File: src/rtl/sp_param.sv
// sp_param: single-cycle MIPS-like core, one instruction retired per valid cycle.
// Register file r[] is exposed by name; data memory is external and combinational.
module sp_param #(
    parameter int DATA_W  = 32,
    parameter int NREG    = 32,
    parameter int MEM_AW  = 12,
    parameter int R0_ZERO = 0
) (
    input  logic              clk,
    input  logic              rst_n,
    input  logic              in_valid,
    input  logic [31:0]       inst,
    output logic              out_valid,
    output logic [DATA_W-1:0] inst_addr,
    output logic              illegal,
    output logic              mem_wen,
    output logic [MEM_AW-1:0] mem_addr,
    output logic [DATA_W-1:0] mem_wdata,
    input  logic [DATA_W-1:0] mem_rdata
);
    localparam int RW = $clog2(NREG);

    logic [DATA_W-1:0] r [0:NREG-1];
    logic [DATA_W-1:0] r_pc;
    logic              r_out_valid;
    logic              r_illegal;

    logic [5:0]        w_op;
    logic [5:0]        w_func;
    logic [4:0]        w_shamt;
    logic [RW-1:0]     w_rs;
    logic [RW-1:0]     w_rt;
    logic [RW-1:0]     w_rd;
    logic [DATA_W-1:0] w_a;
    logic [DATA_W-1:0] w_b;
    logic [DATA_W-1:0] w_simm;
    logic [DATA_W-1:0] w_zimm;
    logic [DATA_W-1:0] w_lui;
    logic [DATA_W-1:0] w_pc4;
    logic [DATA_W-1:0] w_jmp;
    logic [DATA_W-1:0] w_next_pc;
    logic [DATA_W-1:0] w_wr_data;
    logic [RW-1:0]     w_wr_idx;
    logic              w_wr_en;
    logic              w_ill;

    assign w_op    = inst[31:26];
    assign w_func  = inst[5:0];
    assign w_shamt = inst[10:6];
    assign w_rs    = inst[21 +: RW];
    assign w_rt    = inst[16 +: RW];
    assign w_rd    = inst[11 +: RW];
    assign w_a     = r[w_rs];
    assign w_b     = r[w_rt];
    assign w_simm  = DATA_W'($signed(inst[15:0]));
    assign w_zimm  = DATA_W'(inst[15:0]);
    assign w_lui   = DATA_W'($signed({inst[15:0], 16'h0000}));
    assign w_pc4   = r_pc + DATA_W'(4);
    assign w_jmp   = {w_pc4[DATA_W-1:28], inst[25:0], 2'b00};

    assign out_valid = r_out_valid;
    assign illegal   = r_illegal;
    assign inst_addr = r_pc;
    assign mem_wen   = in_valid && (w_op == 6'd6);
    assign mem_addr  = MEM_AW'(w_a + w_simm);
    assign mem_wdata = w_b;

    always_comb begin
        w_next_pc = w_pc4;
        w_wr_en   = 1'b0;
        w_wr_idx  = w_rt;
        w_wr_data = '0;
        w_ill     = 1'b0;
        case (w_op)
            6'd0: begin
                w_wr_idx = w_rd;
                w_wr_en  = 1'b1;
                case (w_func)
                    6'd0: w_wr_data = w_a & w_b;
                    6'd1: w_wr_data = w_a | w_b;
                    6'd2: w_wr_data = w_a + w_b;
                    6'd3: w_wr_data = w_a - w_b;
                    6'd4: w_wr_data = DATA_W'($signed(w_a) < $signed(w_b));
                    6'd5: w_wr_data = w_a << w_shamt;
                    6'd6: w_wr_data = ~(w_a | w_b);
                    6'd7: begin
                        w_wr_en   = 1'b0;
                        w_next_pc = w_a;
                    end
                    6'd8: w_wr_data = w_a >> w_shamt;
                    6'd9: w_wr_data = $signed(w_a) >>> w_shamt;
                    default: begin
                        w_wr_en = 1'b0;
                        w_ill   = 1'b1;
                    end
                endcase
            end
            6'd1: begin w_wr_en = 1'b1; w_wr_data = w_a & w_zimm; end
            6'd2: begin w_wr_en = 1'b1; w_wr_data = w_a | w_zimm; end
            6'd3: begin w_wr_en = 1'b1; w_wr_data = w_a + w_simm; end
            6'd4: begin w_wr_en = 1'b1; w_wr_data = w_a - w_simm; end
            6'd5: begin w_wr_en = 1'b1; w_wr_data = mem_rdata; end
            6'd6: ;
            6'd7: w_next_pc = (w_a == w_b) ? w_pc4 + (w_simm << 2) : w_pc4;
            6'd8: w_next_pc = (w_a != w_b) ? w_pc4 + (w_simm << 2) : w_pc4;
            6'd9: begin w_wr_en = 1'b1; w_wr_data = w_lui; end
            6'd10: w_next_pc = w_jmp;
            6'd11: begin
                w_next_pc = w_jmp;
                w_wr_en   = 1'b1;
                w_wr_idx  = RW'(NREG - 1);
                w_wr_data = w_pc4;
            end
            default: w_ill = 1'b1;
        endcase
    end

    // Reset wins over an in-flight instruction: nothing commits at that edge.
    always_ff @(posedge clk or negedge rst_n) begin
        if (!rst_n) begin
            r_pc        <= '0;
            r_out_valid <= 1'b0;
            r_illegal   <= 1'b0;
            for (int i = 0; i < NREG; i++) r[i] <= '0;
        end else begin
            r_out_valid <= in_valid;
            r_illegal   <= in_valid && w_ill;
            if (in_valid) begin
                r_pc <= w_next_pc;
                if (w_wr_en && !(R0_ZERO != 0 && w_wr_idx == '0)) r[w_wr_idx] <= w_wr_data;
            end
        end
    end
endmodule

File: config.mk
export PLATFORM = sky130hd
export DESIGN_NAME = sp_param
export DESIGN_NICKNAME = d
export VERILOG_FILES = /design/src/rtl/sp_param.sv
export SDC_FILE = /design/constraint.sdc
export NUM_CORES = 2
export LEC_CHECK = 0
export CORE_ASPECT_RATIO = 0.9
export CORE_UTILIZATION = 57
export DETAILED_ROUTE_END_ITERATION = 8
export PLACE_DENSITY = 0.77
export SLEW_MARGIN = 30
export SYNTH_ARGS = -nofsm -noshare
export SYNTH_HDL_FRONTEND = slang
export SYNTH_SLANG_ARGS = --single-unit
File: constraint.sdc
create_clock -name clk -period 5.03 [get_ports clk]
set_clock_uncertainty 0.2 [all_clocks]
set_input_delay 0.503 -clock clk [delete_from_list [all_inputs] [get_ports clk]]
set_output_delay 0.503 -clock clk [all_outputs]
set_load 0.005 [all_outputs]
==> impl_metrics.ini, run 1 <==
[yosys]
ys_seq_area_share_pct = 36.5
netlist-cell-type-count = 98
syn_nets = 7321
synthTopCellsByArea = dfrtp_1, mux4_2, mux2_2
ys.flop_type = dfrtp_1
syn_avg_cell_area_sq_um = 10.3
synthArstFlopShare_pct = 100
synth_edf_count = 0
ys_warn_count = 0
synth_cells = 7029
yosysTopAreaCellShare_pct = 36.5
post-synth-top-count-cell = dfrtp_1
netlist_area_sq_mm = 0.0725
yosysTopAreaCell = dfrtp_1
synth_top_cells_by_count = dfrtp_1, nand2_1, o21ai_0
synth-seq-cells = 1058

[global_route]
gr-total-overflow = 1
grt_usage_pct = 71.0
grt_max_degree = 140

[floorplanning]
initial_utilization_pct = 57.8
dieHeight_um = 340
rows = 123
num_io_pins = 146
die_w_um = 378

[placement]
dp_hpwl_mm = 261
placed_area_sq_mm = 0.0900
io_buffers = 145
routabilityCongestion = 1.15

[clock_tree]
cts.sinks = 1058
cts_buffers = 107
cts.path.max_buffers = 3
h-tree-depth = 3
root_buffer = clkbuf_16

[outcome]
toolErrorMsg = [ERROR GRT-0232] Routing congestion too high. Check the congestion heatmap in the GUI.
stop_stage = global routing
status = stopped before the end
stage by stage:
step | worst slack [ps] | utilization, % | std cells
after floorplan | -358 | - | 7029
after global placement | -2250 | 71.7 | 10100
after detailed placement | -2310 | 71.7 | 10100
after CTS | -743 | 77.1 | 10400
repair_timing:
| action | CTS |
|---|---|
| pin swaps | 99 |
| endpoints found under the setup margin | 1065 |
| hold buffers | 1 |
| gates cloned | 29 |
| buffers inserted | 77 |
| gates resized for setup | 410 |
| endpoints found under the hold margin | 92 |
per-layer routing:
metal	GRT overflow	track usage, %
met5	0	29.9
met3	0	55.5
met4	0	62.9
met2	1	85.1
met1	0	75.7
cell families after synthesis:
family / Yosys count / share of synthesized area, %
flip-flops: 1058 / 36.5
XOR/XNOR: 82 / 0.990
adder cells (fa/ha/maj): 225 / 3.93
multiplexers: 1417 / 28.0
AO/OA/AOI/OAI: 1785 / 15.8
AND/OR/NAND/NOR: 1674 / 10.2
buffers and inverters: 788 / 4.59
==> run 2, diff against run 1 <==
- CORE_ASPECT_RATIO: 0.9 -> default
- CORE_UTILIZATION: 57 -> 40
- PLACE_DENSITY: 0.77 -> default
- PLACE_DENSITY_LB_ADDON: default -> 0.15
- clock period: 5.03 -> 6.54 ns (I/O delays scaled with it)
==> run 2 against run 1 <==
  * Area after synthesis did not move
  * Synthesized cell count unchanged
  * The run now ends clean
==> impl_metrics.ini, run 2 <==
[floorplanning]
die_w_um = 428
dieHeight_um = 428
initial_utilization_pct = 40.5
rows = 155
die_area_sq_mm = 0.183
core_sq_mm = 0.179
num_io_pins = 146

[setup_path]
arrival_ps = 6880
crit_path_start = inst[16]
r2r-start = r[385]
critPathRequiredTime_ps = 7000
critPathKind = input port to register
crit_fanout = 32
cp-end-kind = register
start_kind = input port

[placement]
io_buffers = 145
dp_hpwl_mm = 248
routabilityCongestion = 1.06

[clock_tree]
cts_tree = built
cts.sinks = 1058
cts_buffers = 119
h-tree-depth = 3
clkSlewWorstSetupHoldPaths_ps = 90
clk_latency_ps = 820
cts.path.max_buffers = 3
root_buffer = clkbuf_16

[global_route]
grt_usage_pct = 37.2
gr-total-overflow = 0
grt_max_degree = 182
grt_pass1_wl_mm = 491
grt_pass1_vias = 64300
antenna_found_initial = 18

[timing]
max_freq_mhz = 156
slew_viol_final = 0
tightestPinTransition_ps = 1140
hold_viol_final = 0
whs_ps = 58.5
rsz0062_at_grt = false
slew_headroom_pct = 24.3
finalSetupViolations = 0
setup_tns_ps = 0
layout_min_cycle_time_ps = 6420
fin_crit_sh_pct = 98.2

[hold_path]
min-delay-start = in_valid
min_path_type = input port to register

[yosys]
synthTopCellsByArea = dfrtp_1, mux4_2, mux2_2
yosysTopAreaCellShare_pct = 36.5
ys.flop_type = dfrtp_1
netlist_area_sq_mm = 0.0725
synthArstFlopShare_pct = 100
netlist-cell-type-count = 98
synth_edf_count = 0
ys_warn_count = 0
synth-seq-cells = 1058
ys_seq_area_share_pct = 36.5
syn_nets = 7321
syn_avg_cell_area_sq_um = 10.3
synth_cells = 7029
yosysTopAreaCell = dfrtp_1
synth_top_cells_by_count = dfrtp_1, nand2_1, o21ai_0
post-synth-top-count-cell = dfrtp_1

[job]
drv_cap = 0

[route]
vias_per_cell = 6.53
drt_iter0_markers = 8513
ant_nets = 0
routed_wl_mm = 346
route.detailed.drc = 0
wl_per_cell_um = 34.2
via_count = 66100
first_pass_iters = 9

[outcome]
status = finished clean

[final_layout]
layout_common_cells = dfrtp_1, buf_4, nand2_1
final_common_cell = dfrtp_1
area_delta_synth_final_pct = 21.3
layout-drive-gt1-share_pct = 29.2
max_flop_register = r
fill_cells = 16500
largest_register_ffs = 1024
nets = 7951

[power_and_ir_drop]
p_leak_uw = 0.0390
power_uw = 19100
p_per_area_mw_per_mm2 = 217
irDropWorstVdd_v = 0.000248
## run 2: cell counts after synthesis
Identical to the previous run, type by type.
## run 2: area by class of cell
class	count	area (sq um)	area share [%]
Multi-Input combinational cell	5183	43300	49.2
Sequential cell	1058	26500	30.1
Timing Repair Buffer	1131	10300	11.7
Clock buffer	163	3460	3.93
Tap cell	2355	2950	3.35
Clock inverter	60	886	1.01
Inverter	166	623	0.708
Antenna cell	8	20.0	0.0228
## run 2: per-layer routing
layer	track usage [%]	vias up	share of wire, %
li1	-	27700	-
met1	50.1	33700	41
met2	55.2	3740	43
met3	8.40	940	9.3
met4	20.6	18	6.5
met5	0	-	0.038
## run 2: what timing repair did
action                                  in CTS  in global routing
hold buffers                                 1                  0
endpoints found under the setup margin       0                 64
gates resized for setup                      0                  3
endpoints found under the hold margin       50                  0
buffers inserted                             0                  0
## run 2: worst paths after layout
check	to	slack, ps	cells after the start
max	r[345]	120	21
min	out_valid	60	1
max reg2reg	r[345]	210	19
min reg2reg	r[623]	290	2
max in group asynchronous	r[743]	4160	5
min in group asynchronous	r[927]	230	2
## run 2: per-stage QoR
stage	cell area, sq um	setup WS, ps	util, %	instances
after floorplan	72500	16.9	-	7029
after global placement	83500	-729	46.6	9890
after detailed placement	83500	-704	46.6	9890
after CTS	87900	41.3	49.0	10100
after global routing	88000	39.1	49.1	10100
final	88000	118	49.1	10100
## run 2: kinds of logic after synthesis
kind of cell / after synthesis / synth area share, %
compound gates: 1785 / 15.8
simple gates: 1674 / 10.2
mux: 1417 / 28.0
flops: 1058 / 36.5
buf+inv: 788 / 4.59
fa+ha+maj: 225 / 3.93
xor+xnor: 82 / 0.990
## run 2: report_power, final
part	switching (uW)	total [uW]	internal (uW)
combinational	2720	4570	1850
clock	3040	7480	4450
sequential	261	7060	6800
## run 2: worst max-delay path: stages
cell	delay, ps
buf_8	220
buf_4	310
mux4_2	540
mux4_2	490
mux2i_1	260
buf_4	180
buf_4	120
ha_1	240
o21ba_2	220
a2111o_1	450
a2111oi_0	500
buf_4	200
nand3b_1	290
nand4_1	260
a21oi_1	230
or3_1	140
a21oi_1	110
o41ai_4	530
and4_1	450
buf_12	230
o21ai_0	130
No activity file was read; power rests on OpenSTA's default activity.
